`config.mk`:
```
export PLATFORM = sky130hd
export DESIGN_NAME = pipe_controller
export DESIGN_NICKNAME = d
export VERILOG_FILES = /design/src/rtl/pipe_controller.sv
export SDC_FILE = /design/constraint.sdc
export NUM_CORES = 1
export LEC_CHECK = 0
export CAP_MARGIN = 0
export CORE_ASPECT_RATIO = 1.5
export CORE_MARGIN = 4
export CORE_UTILIZATION = 45
export DETAILED_ROUTE_END_ITERATION = 8
export GPL_TIMING_DRIVEN = 0
export PLACE_DENSITY = 0.81
export RECOVER_POWER = 50
export SLEW_MARGIN = 20
export SYNTH_ARGS = -nofsm -noshare
export SYNTH_HDL_FRONTEND = slang
export SYNTH_SLANG_ARGS = --single-unit
```
`constraint.sdc`:
```
create_clock -name Clk -period 3.6 [get_ports Clk]
set_clock_uncertainty 0.05 [all_clocks]
set_input_delay 0.9 -clock Clk [delete_from_list [all_inputs] [get_ports Clk]]
set_output_delay 0.9 -clock Clk [all_outputs]
set_load 0.005 [all_outputs]
```
`src/rtl/pipe_controller.sv`:
```
`timescale 1ns/1ps
// pipe_controller
// Moves the two scrolling pipes of the game once per video frame. It picks new
// gap heights from an LFSR when a pipe wraps, counts the pipes the bird has
// passed, and runs the IDLE / RUN / DEAD game state machine.
//
// Ports
//   Clk        system clock; all state changes on its rising edge
//   Reset      asynchronous, active-high; forces the IDLE start-of-game state
//   frame_clk  vertical-sync level; each rising edge is one frame tick
//   start      level, start/restart request
//   hit        level, collision flag
//   PipeX0/1   pipe left-edge X in pixels
//   PipeGap0/1 gap-top Y; the gap spans [gap, gap+119]
//   Score      pipes passed; saturates at 255
//   Running    high only while the game is in RUN
module pipe_controller #(
  parameter int SPEED   = 2,
  parameter int SPACING = 320,
  parameter int GAP_MIN = 40,
  parameter int BIRD_X  = 160
) (
  input  logic       Clk,
  input  logic       Reset,
  input  logic       frame_clk,
  input  logic       start,
  input  logic       hit,
  output logic [9:0] PipeX0,
  output logic [9:0] PipeX1,
  output logic [9:0] PipeGap0,
  output logic [9:0] PipeGap1,
  output logic [7:0] Score,
  output logic       Running
);

  // A wrapped pipe reappears at 2*SPACING-SPEED, which is exactly where it
  // would have been had it kept moving from 2*SPACING. That keeps the two
  // pipes SPACING apart forever.
  localparam logic [9:0] RELOAD_X  = 10'(2 * SPACING - SPEED);
  localparam logic [9:0] SPEED_V   = 10'(SPEED);
  localparam logic [9:0] BIRD_V    = 10'(BIRD_X);
  localparam logic [9:0] GAP_MIN_V = 10'(GAP_MIN);
  localparam logic [9:0] INIT_GAP  = 10'd200;
  localparam logic [7:0] LFSR_SEED = 8'hA5;

  typedef enum logic [1:0] {IDLE, RUN, DEAD} state_t;

  state_t     state_reg, state_next;
  logic       sync1_reg, sync2_reg, prev_reg;
  logic       tick;
  logic [7:0] lfsr_reg;
  logic [7:0] score_reg, score_next;
  logic [8:0] score_sum;
  logic       move, load_init;
  logic [1:0] pass;

  // frame_clk is asynchronous to Clk: two synchronizer flops, then one more
  // flop for the rising-edge detect. The tick is therefore high in the
  // cycle before the third Clk edge after the rise, and the pipes move on
  // that third edge.
  always_ff @(posedge Clk or posedge Reset) begin
    if (Reset) begin
      sync1_reg <= 1'b0;
      sync2_reg <= 1'b0;
      prev_reg  <= 1'b0;
    end else begin
      sync1_reg <= frame_clk;
      sync2_reg <= sync1_reg;
      prev_reg  <= sync2_reg;
    end
  end

  assign tick = sync2_reg & ~prev_reg;

  // Fibonacci LFSR, x^8+x^6+x^5+x^4+1 (maximal length). It free-runs in
  // every state, so the gap picked depends on how long the player waited.
  always_ff @(posedge Clk or posedge Reset) begin
    if (Reset) lfsr_reg <= LFSR_SEED;
    else       lfsr_reg <= {lfsr_reg[6:0], lfsr_reg[7] ^ lfsr_reg[5] ^ lfsr_reg[4] ^ lfsr_reg[3]};
  end

  always_ff @(posedge Clk or posedge Reset) begin
    if (Reset) state_reg <= IDLE;
    else       state_reg <= state_next;
  end

  // A hit takes priority over both start and a tick in the same cycle.
  always_comb begin
    state_next = state_reg;
    move       = 1'b0;
    load_init  = 1'b0;
    case (state_reg)
      IDLE: if (start) state_next = RUN;
      RUN: begin
        if (hit)       state_next = DEAD;
        else if (tick) move = 1'b1;
      end
      DEAD: begin
        if (start) begin
          state_next = IDLE;
          load_init  = 1'b1;
        end
      end
      default: state_next = IDLE;
    endcase
  end

  for (genvar gi = 0; gi < 2; gi++) begin : g_pipe
    localparam logic [9:0] INIT_X = 10'((gi + 2) * SPACING);

    logic [9:0] x_reg, x_next, gap_reg, gap_next;
    logic       passed;

    always_comb begin
      x_next   = x_reg;
      gap_next = gap_reg;
      passed   = 1'b0;
      if (load_init) begin
        x_next   = INIT_X;
        gap_next = INIT_GAP;
      end else if (move) begin
        if (x_reg < SPEED_V) begin
          x_next   = RELOAD_X;
          gap_next = GAP_MIN_V + {2'b00, lfsr_reg};
        end else begin
          x_next = x_reg - SPEED_V;
          passed = (x_reg > BIRD_V) && (x_next <= BIRD_V);
        end
      end
    end

    always_ff @(posedge Clk or posedge Reset) begin
      if (Reset) begin
        x_reg   <= INIT_X;
        gap_reg <= INIT_GAP;
      end else begin
        x_reg   <= x_next;
        gap_reg <= gap_next;
      end
    end

    assign pass[gi] = passed;
  end

  // Both pipes could in principle pass on one tick, so add both bits and
  // clamp at 255.
  always_comb begin
    score_sum  = {1'b0, score_reg} + {8'd0, pass[0]} + {8'd0, pass[1]};
    score_next = score_reg;
    if (load_init)  score_next = 8'd0;
    else if (move)  score_next = score_sum[8] ? 8'hFF : score_sum[7:0];
  end

  always_ff @(posedge Clk or posedge Reset) begin
    if (Reset) score_reg <= 8'd0;
    else       score_reg <= score_next;
  end

  assign PipeX0   = g_pipe[0].x_reg;
  assign PipeX1   = g_pipe[1].x_reg;
  assign PipeGap0 = g_pipe[0].gap_reg;
  assign PipeGap1 = g_pipe[1].gap_reg;
  assign Score    = score_reg;
  assign Running  = (state_reg == RUN);

endmodule
```
======== After elaboration in Yosys (flattened, before gate mapping) ========
Cells that the tools add are included.
word-level totals
  output and inout port bits .............. 49
  register bits after elaboration ......... 61
cells by class
  magnitude comparators ................... 6
  $add $sub $neg .......................... 5
  multiplexer cells ....................... 30
  eq/ne operators ......................... 5
  bitwise logic cells ..................... 5
  reduce and logical (&&, ||, !) cells .... 9
operators with widths
  kind                   number
  $mux 10                12
  $mux 8                 3
  $gt 10x8->1 const B    2
  $le 10x8->1 const B    2
  $lt 10x2->1 const B    2
  $sub 10x2->10 const B  2
  $mux 1                 11
  $add 6x8->9 const A    1
  $add 8x1->9            1
  $add 9x1->9            1
  $mux 2                 3
  $ne 2x2->1 const B     3
  $pmux 2 s3             1
  $reduce_bool 2->1      3
  $reduce_and 2->1       2
  $reduce_and 3->1       1
  $xor 1x1->1            3
  $eq 2x1->1 const B     1
  $eq 2x2->1 const B     1
  $logic_and 1x1->1      2
  $logic_not 2->1        1
  $and 1x1->1            1
  $not 1->1              1

======== Depth between registers and ports, before layout ========
  depth after elaboration ................. 12
  gate-level depth with buffers ........... 15
  gate-level depth less buffers ........... 13

======== Least setup slack after synthesis ========
No wires, ideal clock.
  path kind ............................... input port to flip-flop
  start point ............................. in hit
  end point ............................... reg score_reg[2], in the netlist Score[2]
  setup time .............................. 0.086 ns
  data arrival time ....................... 3.323 ns
  path slack .............................. 0.141 ns
  data required time ...................... 3.464 ns
  cell stages on the path ................. 13
  path through ............................ clkbuf_1 > or2_1 > buf_6 > clkbuf_1 > a211oi_1 > nand4_1 > fa_1 > inv_1 > ha_1 > nand4_1 > or2_2 > and4_1 > nor3_1
on the way
  word-level cells in the longest chain between the ends .. 9
  elaborated cells on any way between the ends .. 12
  those cells by class .................... 2 x add/sub; 9 x mux; 1 x reduce/logical
RTL lines
  element               line  RTL
  from (decl)           27    input logic hit,
  $mux 1 *              95    if (hit) state_next = DEAD;
  $mux 1 *              92    case (state_reg)
  $mux 1                121   end else if (move) begin
  $mux 1                118   if (load_init) begin
  $add 8x1->9           148   score_sum = {1'b0, score_reg} + {8'd0, pass[0]} + {8'd0, pass[1]};
  $add 9x1->9           148
  $mux 8 (2 in a row)   151   else if (move) score_next = score_sum[8] ? 8'hFF : score_sum[7:0];
  $mux 8                150   if (load_init) score_next = 8'd0;
  to (signal assigned)  156   else score_reg <= score_next;
  to (decl)             52    logic [7:0] score_reg, score_next;
Mark *: on every way between the ends. The rest lies on a longest branch, timed or not. The select of a mux whose other input is x is not followed.
A chain may end at the register's enable or synchronous reset.

======== Final worst setup path ========
  start point ............................. reg g_pipe[1].x_reg[2], in the netlist PipeX1[2]
  end point ............................... reg score_reg[2], in the netlist Score[2]
on the way
  word-level cells in the longest chain between the ends .. 10
  elaborated cells on any way between the ends .. 12
  those cells by class .................... 2 x add/sub; 3 x order compare; 6 x mux; 1 x reduce/logical
RTL lines
  element                 line  RTL
  from (decl)             111   logic [9:0] x_reg, x_next, gap_reg, gap_next;
  from (signal assigned)  137   x_reg <= x_next;
  $sub 10x2->10           126   x_next = x_reg - SPEED_V;
  $le 10x8->1             127   passed = (x_reg > BIRD_V) && (x_next <= BIRD_V);
  $logic_and 1x1->1       127
  $mux 1 *                122   if (x_reg < SPEED_V) begin
  $mux 1 *                121
  $mux 1 *                118
  $add 9x1->9 *           148
  $mux 8 * (2 in a row)   151
  $mux 8 *                150
Marks and branches as above.

==> results.json <==
{
  "crit_family": "simple AND/OR/NAND/NOR gates",
  "r2r_slack_ps": 190,
  "clockRootBuffer": "clkbuf_8",
  "dpl.hpwl_um": 5570,
  "yosysTopAreaCellShare_pct": 32.9,
  "route.detailed.vias_per_inst": 5.95,
  "r2r_end": "Score[2]",
  "worstPathMaxFanout": 7,
  "final_max_slew_viol_count": 0,
  "worstHoldPathType": "flop to flop",
  "start_util_pct": 47.1,
  "ir_worst_vdd_mv": 0.327,
  "cp_num_buf_inv": 2,
  "cts_tree": "done",
  "routabilityCongestion": 0.872,
  "synth_area_um2": 3120,
  "finalPower_mw": 2.92,
  "rsz0062_at_grt": "false",
  "post-route-period-util_pct": 94.7,
  "min_from": "sync1_reg",
  "synth_seq_cells": 57,
  "ant_nets": 0,
  "drc": 0,
  "critical_path_class": "flop to flop",
  "die_w_um": 76.0,
  "cp.arrival_ps": 3620,
  "crit_slowest_cell": "dfrtp_1",
  "setup_viol": 0,
  "async_flop_share_pct": 100,
  "first_iter_violations": 322,
  "power.density_nw_per_um2": 737,
  "dr.pass1.iters": 6,
  "p_leak_nw": 1.60,
  "hold_end": "sync2_reg",
  "postSynthAreaPerCell_um2": 9.59,
  "hold_slack_ps": 298,
  "antennaDiodeCount": 0,
  "crit_chain": "inv_1 -> ha_1 -> nor3b_4 -> mux2_2 -> nand3_1 -> o211ai_1 -> fa_2 -> inv_1 -> ha_1 -> nand4_1 -> or2_2 -> and4_1 -> nor3_1",
  "antenna_found_initial": 0,
  "hold_viol_final": 0,
  "ff2ff_path_depth": 13,
  "wl_per_cell_um": 16.6,
  "drt-total-wl_um": 7750,
  "cts_inserted_buffers": 9,
  "critPathMaxStageDelay_ps": 460,
  "cts_hold_buf": 0,
  "hold_path_depth": 0,
  "fin_nets": 399,
  "ys.flop_type": "dfrtp_1",
  "vias": 2783,
  "clock_latency_ps": 350,
  "rr_startpoint": "PipeX1[2]",
  "required_ps": 3810,
  "grt_pass1_wl_um": 12800,
  "maxSlewHeadroom_pct": 53.1,
  "dieHeight_um": 110,
  "syn_inst": 325,
  "ys_warn_count": 0,
  "start_kind": "flop",
  "clockBufferDepth": 2,
  "tns_ps": 0,
  "clk_pin_slew_ps": 70,
  "pin_count": 54,
  "finalWorstPathRequiredPeriod_ps": 3410,
  "yosys-top-cells-area": "dfrtp_1 33%, dfstp_2 13%, o21ai_0 4.7%",
  "worst_pin_slew_ps": 703,
  "synth_cell_types": 65,
  "cap_violations": 0,
  "cts_sinks": 57,
  "cp-end-kind": "flop",
  "grt_pass1_vias": 2662,
  "core_area_um2": 6620,
  "h-tree-depth": 3,
  "status": "complete, no violations",
  "port_buffers": 48,
  "area_growth_pct": 27.0,
  "yosysSeqAreaShare_pct": 46.4,
  "drive_above_1_share_pct": 15.8,
  "grt_usage_pct": 19.2,
  "dieArea_um2": 8350,
  "fp-row-count": 36,
  "overflow": 0,
  "grt_max_degree": 58,
  "yosysTopAreaCell": "dfrtp_1",
  "synth-edff-count": 0,
  "fmax_ghz": 0.293
}
## synthesized netlist by cell type (3+ instances only)
cell and instances:
and3_1 3, a211oi_1 3, clkbuf_1 16, a31o_2 3, o21a_1 5, o21ai_0 29
inv_1 16, o211ai_1 5, a21oi_1 14, nand2_1 25, or4_1 4, nand3_1 17
dfrtp_1 41, nand3b_1 3, a31oi_1 3, buf_4 5, dfstp_2 16, nand4b_1 3
or3_1 3, mux2_2 3, xor2_1 3, o311ai_0 3, nor3_1 13, nor2_1 19
xnor2_1 3, ha_1 6, mux2i_1 6, nand4_1 3, o31ai_1 6
## kinds of logic (layout without fill, tap and decap cells)
logic type      after synthesis  after routing  share of synthesized area, %
compound gates               90             90                          19.6
xor+xnor                      6              6                          1.69
mux                           9              9                          3.01
fa+ha+maj                     7              7                          3.05
buf+inv                      40            104                          5.74
other cells                   1              4                         0.120
simple gates                115            115                          20.4
flops                        57             57                          46.4
## how the worst max path moves through the flow
stage,endpoint,depth (start not counted),startpoint
floorplan,Score[2],13,hit
global placement,Score[2],12,hit
detailed placement,Score[2],12,hit
CTS,Score[2],13,PipeX1[1]
global route,Score[2],13,PipeX1[2]
finish,Score[2],13,PipeX1[2]
## report_power, final
| part | switching [mW] | internal, mW | total (mW) |
|---|---|---|---|
| Combinational | 0.539 | 0.633 | 1.17 |
| Clock | 0.262 | 0.389 | 0.650 |
| Sequential | 0.237 | 0.859 | 1.10 |
| Total | 1.04 | 1.88 | 2.92 |
## routing by layer
| metal | up-vias | track usage, % | wire length, µm |
|---|---|---|---|
| li1 | 1309 | - | - |
| met1 | 1357 | 22.6 | 3200 |
| met2 | 100 | 32.7 | 3930 |
| met3 | 17 | 4.18 | 419 |
| met4 | 0 | 10.4 | 193 |
| met5 | - | 0 | 0 |
## cells in the final DEF (no fill, tap or decap), drive strengths merged, types with 5 or more instances in the layout
cell | Yosys | layout
clkdlybuf4s50 | 0 | 45
dfrtp | 41 | 41
o21ai | 29 | 29
nand2 | 25 | 25
clkbuf | 16 | 25
nor2 | 21 | 21
nand3 | 17 | 17
inv | 16 | 16
dfstp | 16 | 16
a21oi | 14 | 14
nor3 | 14 | 14
buf | 8 | 10
o31ai | 6 | 6
mux2i | 6 | 6
ha | 6 | 6
or4 | 6 | 6
o21a | 5 | 5
o211ai | 5 | 5
## final cells by class
class	count	area, µm²
Clock inverter	5	80.1
Multi-Input combinational cell	231	1530
Buffer	21	110
Timing Repair Buffer	51	503
Fill cell	557	2660
Tap cell	76	95.1
Inverter	16	62.6
Clock buffer	11	131
Sequential cell	57	1450
## through the flow
step                cells  setup slack [ps]  instance area, µm²  utilization [%]
finish                468               191                3960             59.8
global route          468              17.5                3960             59.8
CTS                   468             0.464                3920             59.3
detailed placement    452              -365                3710             56.0
global placement      452              -331                3700             56.0
floorplan             328               141                3130                -
## worst reg2reg max path: stages (launching register included)
cell	delay, ps
dfrtp_1	460
inv_1	110
ha_1	260
nor3b_4	280
mux2_2	360
nand3_1	80
o211ai_1	180
fa_2	400
inv_1	60
ha_1	190
nand4_1	150
or2_2	350
and4_1	220
nor3_1	150
## repair_timing
action	4_1_cts	5_1_grt
setup buffers	0	3
gates resized for setup	1	7
endpoints found under the setup margin	7	7
pin swaps	0	1
(Power assumes the default switching activity.)
